File: config.mk
export PLATFORM = sky130hd
export DESIGN_NAME = reg_scoreboard
export DESIGN_NICKNAME = d
export VERILOG_FILES = /design/src/rtl/mips_pkg.sv /design/src/rtl/mdu_busy_counter.sv /design/src/rtl/reg_scoreboard.sv
export SDC_FILE = /design/constraint.sdc
export NUM_CORES = 1
export LEC_CHECK = 0
export ABC_AREA = 1
export BUFFER_PORTS_ARGS = -buffer_cell sky130_fd_sc_hd__buf_2
export CORE_UTILIZATION = 47
export DETAILED_ROUTE_END_ITERATION = 10
export PLACE_DENSITY = 0.75
export SETUP_SLACK_MARGIN = 0.3
export SYNTH_ARGS = -nofsm -noshare
export SYNTH_HDL_FRONTEND = slang
export SYNTH_SLANG_ARGS = --single-unit
File: constraint.sdc
create_clock -name clk -period 1.4 [get_ports clk]
set_input_delay 0.28 -clock clk [delete_from_list [all_inputs] [get_ports clk]]
set_output_delay 0.28 -clock clk [all_outputs]
set_load 0.05 [all_outputs]
File: src/rtl/mips_pkg.sv
// Shared encodings, latencies and pipeline-stage record for the register scoreboard.
// Also holds the small match helper used by forwarding and hazard detection.
package mips_pkg;

    typedef enum logic [1:0] {
        FWD_RF  = 2'b00,
        FWD_EX  = 2'b01,
        FWD_MEM = 2'b10,
        FWD_WB  = 2'b11
    } fwd_sel_e;

    localparam int unsigned MULT_LAT  = 5;
    localparam int unsigned DIV_LAT   = 32;
    localparam int unsigned MDU_CNT_W = $clog2(DIV_LAT + 1);

    localparam logic [4:0] REG_ZERO = 5'd0;
    localparam logic [4:0] REG_RA   = 5'd31;

    typedef struct packed {
        logic [4:0] dest;
        logic       regwrite;
        logic       memread;
    } stage_t;

    localparam stage_t BUBBLE = '{dest: REG_ZERO, regwrite: 1'b0, memread: 1'b0};

    // r0 is hard-wired zero, so a producer targeting it never creates a dependency.
    function automatic logic stage_match(input stage_t s, input logic [4:0] r);
        return s.regwrite && (s.dest == r) && (r != REG_ZERO);
    endfunction

endpackage

File: src/rtl/mdu_busy_counter.sv
// Down-counter tracking how long the HI/LO result of a mult/div is still pending.
// Loaded only by an accepted start; busy while the count is non-zero.
module mdu_busy_counter
    import mips_pkg::*;
(
    input  logic clk,
    input  logic rst,
    input  logic start,
    input  logic div,
    output logic busy
);

    localparam logic [MDU_CNT_W-1:0] MULT_CNT = MDU_CNT_W'(MULT_LAT);
    localparam logic [MDU_CNT_W-1:0] DIV_CNT  = MDU_CNT_W'(DIV_LAT);

    logic [MDU_CNT_W-1:0] count_q;
    logic [MDU_CNT_W-1:0] count_d;

    always_comb begin
        count_d = count_q;
        if (start) begin
            count_d = div ? DIV_CNT : MULT_CNT;
        end else if (count_q != '0) begin
            count_d = count_q - 1'b1;
        end
    end

    always_ff @(posedge clk) begin
        if (rst) begin
            count_q <= '0;
        end else begin
            count_q <= count_d;
        end
    end

    assign busy = (count_q != '0);

endmodule

File: src/rtl/reg_scoreboard.sv
// EX/MEM/WB destination scoreboard: operand forwarding selects, load-use and
// HI/LO interlocks, and the WB write-back destination.
module reg_scoreboard
    import mips_pkg::*;
(
    input  logic       clk,
    input  logic       rst,
    input  logic       id_valid,
    input  logic [4:0] id_rs,
    input  logic [4:0] id_rt,
    input  logic       id_use_rs,
    input  logic       id_use_rt,
    input  logic [4:0] id_dest,
    input  logic       id_regwrite,
    input  logic       id_memread,
    input  logic       id_mdu_start,
    input  logic       id_mdu_div,
    input  logic       id_mf,
    input  logic       flush,
    output logic       stall,
    output logic [1:0] fwd_a,
    output logic [1:0] fwd_b,
    output logic [4:0] wb_dest,
    output logic       wb_regwrite,
    output logic       mdu_busy
);

    stage_t ex_q;
    stage_t ex_d;
    stage_t mem_q;
    stage_t wb_q;

    logic [1:0][4:0] src;
    logic [1:0]      src_use;
    logic [1:0][1:0] fwd_sel;
    logic [1:0]      load_use_hit;

    logic load_use_stall;
    logic mdu_stall;
    logic id_accept;
    logic mdu_start_acc;

    assign src[0]     = id_rs;
    assign src[1]     = id_rt;
    assign src_use[0] = id_use_rs;
    assign src_use[1] = id_use_rt;

    // Operand 0 is rs (port A), operand 1 is rt (port B); nearest producer wins.
    genvar gi;
    generate
        for (gi = 0; gi < 2; gi++) begin : g_operand
            logic m_ex;
            logic m_mem;
            logic m_wb;

            assign m_ex  = stage_match(ex_q,  src[gi]);
            assign m_mem = stage_match(mem_q, src[gi]);
            assign m_wb  = stage_match(wb_q,  src[gi]);

            assign fwd_sel[gi] = (m_ex && src_use[gi]) ? FWD_EX  :
                                 m_mem                  ? FWD_MEM :
                                 m_wb                   ? FWD_WB  : FWD_RF;

            assign load_use_hit[gi] = src_use[gi] && m_ex && ex_q.memread;
        end
    endgenerate

    assign fwd_a = fwd_sel[0];
    assign fwd_b = fwd_sel[1];

    assign load_use_stall = id_valid && (|load_use_hit);
    assign mdu_stall      = id_valid && (id_mf || id_mdu_start) && mdu_busy;
    assign stall          = load_use_stall || mdu_stall;

    assign id_accept     = id_valid && !stall && !flush;
    assign mdu_start_acc = id_accept && id_mdu_start;

    always_comb begin
        ex_d = BUBBLE;
        if (id_accept) begin
            ex_d.dest     = id_dest;
            ex_d.regwrite = id_regwrite;
            ex_d.memread  = id_memread;
        end
    end

    always_ff @(posedge clk) begin
        if (rst) begin
            ex_q  <= BUBBLE;
            mem_q <= BUBBLE;
            wb_q  <= BUBBLE;
        end else begin
            ex_q  <= ex_d;
            mem_q <= ex_q;
            wb_q  <= mem_q;
        end
    end

    assign wb_dest     = wb_q.dest;
    assign wb_regwrite = wb_q.regwrite;

    mdu_busy_counter u_mdu_busy_counter (
        .clk   (clk),
        .rst   (rst),
        .start (mdu_start_acc),
        .div   (id_mdu_div),
        .busy  (mdu_busy)
    );

endmodule

==> impl_metrics.json <==
{
  "clock_power_share": 0.112,
  "die_h_um": 56.9,
  "criticalPathCategory": "reg2out",
  "hold_violations": 0,
  "pin_count": 38,
  "cts_tree": "done",
  "place_hpwl_mm": 2.87,
  "async_flop_share": 0,
  "start_util": 0.505,
  "nNetsFinal": 324,
  "finalSetupViolCount": 19,
  "synth_edf_count": 0,
  "skew_ns": 0.0200,
  "die-area_sq_um": 3240,
  "p_seq_frac": 0.285,
  "power_frac_comb": 0.602,
  "clk_pin_slew_ns": 0.16,
  "fp-row-count": 19,
  "critPathLaunch": "ex_q[3]$_SDFF_PP0_",
  "p_leak_nw": 1.11,
  "io_buffers": 37,
  "area_delta_synth_final_pct": 65.3,
  "critPathMaxFanout": 3,
  "synth-seq-area-share": 0.353,
  "slew_headroom": 0.583,
  "drv_cap": 0,
  "coreArea_sq_um": 2810,
  "syn_area_sq_um": 1420,
  "startpoint_type": "flip-flop",
  "antenna_left": 0,
  "fmax_ghz": 0.476,
  "clock_latency_ns": 0.34,
  "grt_pass1_wl_mm": 6.90,
  "grt.overflow.total": 0,
  "worst_ep_arrival_time_ns": 1.82,
  "fin_hold_ws_ns": 0.119,
  "min_from": "id_dest[1]",
  "gp_congestion": 0.887,
  "rsz0062_at_grt": "true",
  "yosysWarnings": 0,
  "ys.flop_type": "dfxtp_1",
  "drc": 6,
  "vias": 1773,
  "end_kind": "output port",
  "layout.cells.most_common_list": "46 x nand2_1, 34 x nor2_1, 32 x buf_4",
  "drtIter0Drc": 169,
  "vias_per_cell": 5.42,
  "violations": "design-rule violations, negative setup slack",
  "ys_seq_elements": 25,
  "worstMarginPinSlew_ns": 0.620,
  "dieWidth_um": 56.9,
  "setup_ws_ns": -0.700,
  "p_sw_frac": 0.406,
  "cts_max_path_buffers": 2,
  "period_minus_slack_ns": 2.10,
  "grt_pass1_vias": 1583,
  "path_cells": "inv_2, nand2_2, nand2_1, inv_1, nand2_1, nor2_1, nand2_1, nand2_2, a21boi_4, nor2_4, buf_6",
  "hp-class": "in2reg",
  "ir_worst_vdd_uv": 1230,
  "synth_cell_types": 30,
  "antenna_cells": 0,
  "syn-num-nets": 243,
  "critPathRequiredTime_ns": 1.12,
  "cts.htree.levels": 1,
  "cp_slowest_cell": "dfxtp_2",
  "cts.sinks": 25,
  "worstReg2RegStart": "ex_q[3]$_SDFF_PP0_",
  "cts_buffers": 3,
  "status": "finished with violations",
  "drt_first_pass_iters": 8,
  "track_usage": 0.277,
  "synthCells": 216,
  "layout_commonest_cell": "nand2_1",
  "slowest_delay_ns": 0.40,
  "drive_gt1_frac": 0.507,
  "finalCritPeriodShare": 1.50,
  "p_switching_w": 0.00128,
  "cp_common_cell": "nand2_1",
  "antenna_found_initial": 0,
  "grt_max_degree": 16,
  "p_int_w": 0.00187,
  "routedWlPerCell_um": 16.1,
  "drv_slew": 0,
  "clockRootBuffer": "clkbuf_4",
  "power_density_nw_per_um2": 1340,
  "syn_area_per_cell_sq_um": 6.56,
  "post-route-util": 0.835,
  "totalWireLength_mm": 5.27
}
## routing by layer
metal  vias up  share of wire  track usage
met3        35          0.058       0.0323
met5         -              0            0
met4         0          0.053        0.139
met2       108           0.52        0.491
met1       799           0.37        0.327
li1        831              -            -
## worst max-delay path, delay by kind of cell, from the launching register on
family          cells  cell delay [ns]
compound gates      1             0.07
buf+inv             3             0.29
simple gates        7             0.70
flops               1             0.40
## cells in the mapped netlist, drive strengths merged (4+ instances only)
| cell type | number | area, sq um |
|---|---|---|
| nor2 | 41 | 161 |
| xnor2 | 4 | 35.0 |
| o2111ai | 4 | 35.0 |
| inv | 41 | 154 |
| a21oi | 6 | 30.0 |
| o21ai | 7 | 38.8 |
| nand3 | 6 | 40.0 |
| nand2 | 56 | 213 |
| dfxtp | 25 | 500 |
| xor2 | 8 | 70.1 |
## registers in the layout, indices dropped and copies added (netlist names)
signal	cells
wb_dest	5
ex_q	7
u_mdu_busy_counter.count_q	6
mem_q	6
wb_regwrite	1
## layout make-up
type	count	area, sq um
repair buffers	77	632
inverters	41	156
multi-input cells	149	945
well taps	31	38.8
clock buffers	3	22.5
clock inverters	1	7.51
flip-flops and latches	25	539
fillers	178	464
## worst paths after layout
check	to	slack (ns)	cells after the start
setup reg to reg	u_mdu_busy_counter.count_q[5]$_SDFFE_PP0P_	-0.34	13
hold / removal	ex_q[3]$_SDFF_PP0_	0.12	3
hold reg to reg	mem_q[1]$_SDFF_PP0_	0.46	2
setup / recovery	stall	-0.70	11
## stage by stage
| step | setup WS, ns | setup TNS [ns] | cells | power, W | cell area, sq um |
|---|---|---|---|---|---|
| floorplan | -0.278 | -2.74 | 216 | 0.00169 | 1480 |
| global placement | -0.391 | -4.15 | 312 | 0.00209 | 1920 |
| detailed placement | -0.439 | -4.57 | 312 | 0.00212 | 1920 |
| CTS | -0.522 | -3.96 | 321 | 0.00273 | 2170 |
| global route | -0.744 | -8.03 | 327 | 0.00331 | 2340 |
| finish | -0.700 | -6.71 | 327 | 0.00314 | 2340 |
## power groups by stage
stage	logic (W)	clock network (W)	registers (W)
after detailed placement	0.00122	0	0.000895
final	0.00189	0.000353	0.000898
after CTS	0.00151	0.000340	0.000880
after floorplan	0.000785	0	0.000904
after global routing	0.00204	0.000379	0.000897
after global placement	0.00120	0	0.000893
## cell families (layout without fill, tap and decap cells)
group,after synthesis,after routing,synth area share
buffers and inverters,42,122,0.111
XOR/XNOR,12,12,0.0742
flip-flops,25,25,0.353
AND/OR/NAND/NOR,111,111,0.335
adder cells (fa/ha/maj),1,1,0.00883
AO/OA/AOI/OAI,25,25,0.117
## what timing repair did
item / in CTS / in global routing
pin swaps: 11 / 7
gates resized for setup: 57 / 38
endpoints found under the setup margin: 25 / 25
hold buffers: 0 / 0
gates cloned: 0 / 0
buffers inserted: 5 / 6
No activity file was read; power rests on OpenSTA's default activity.
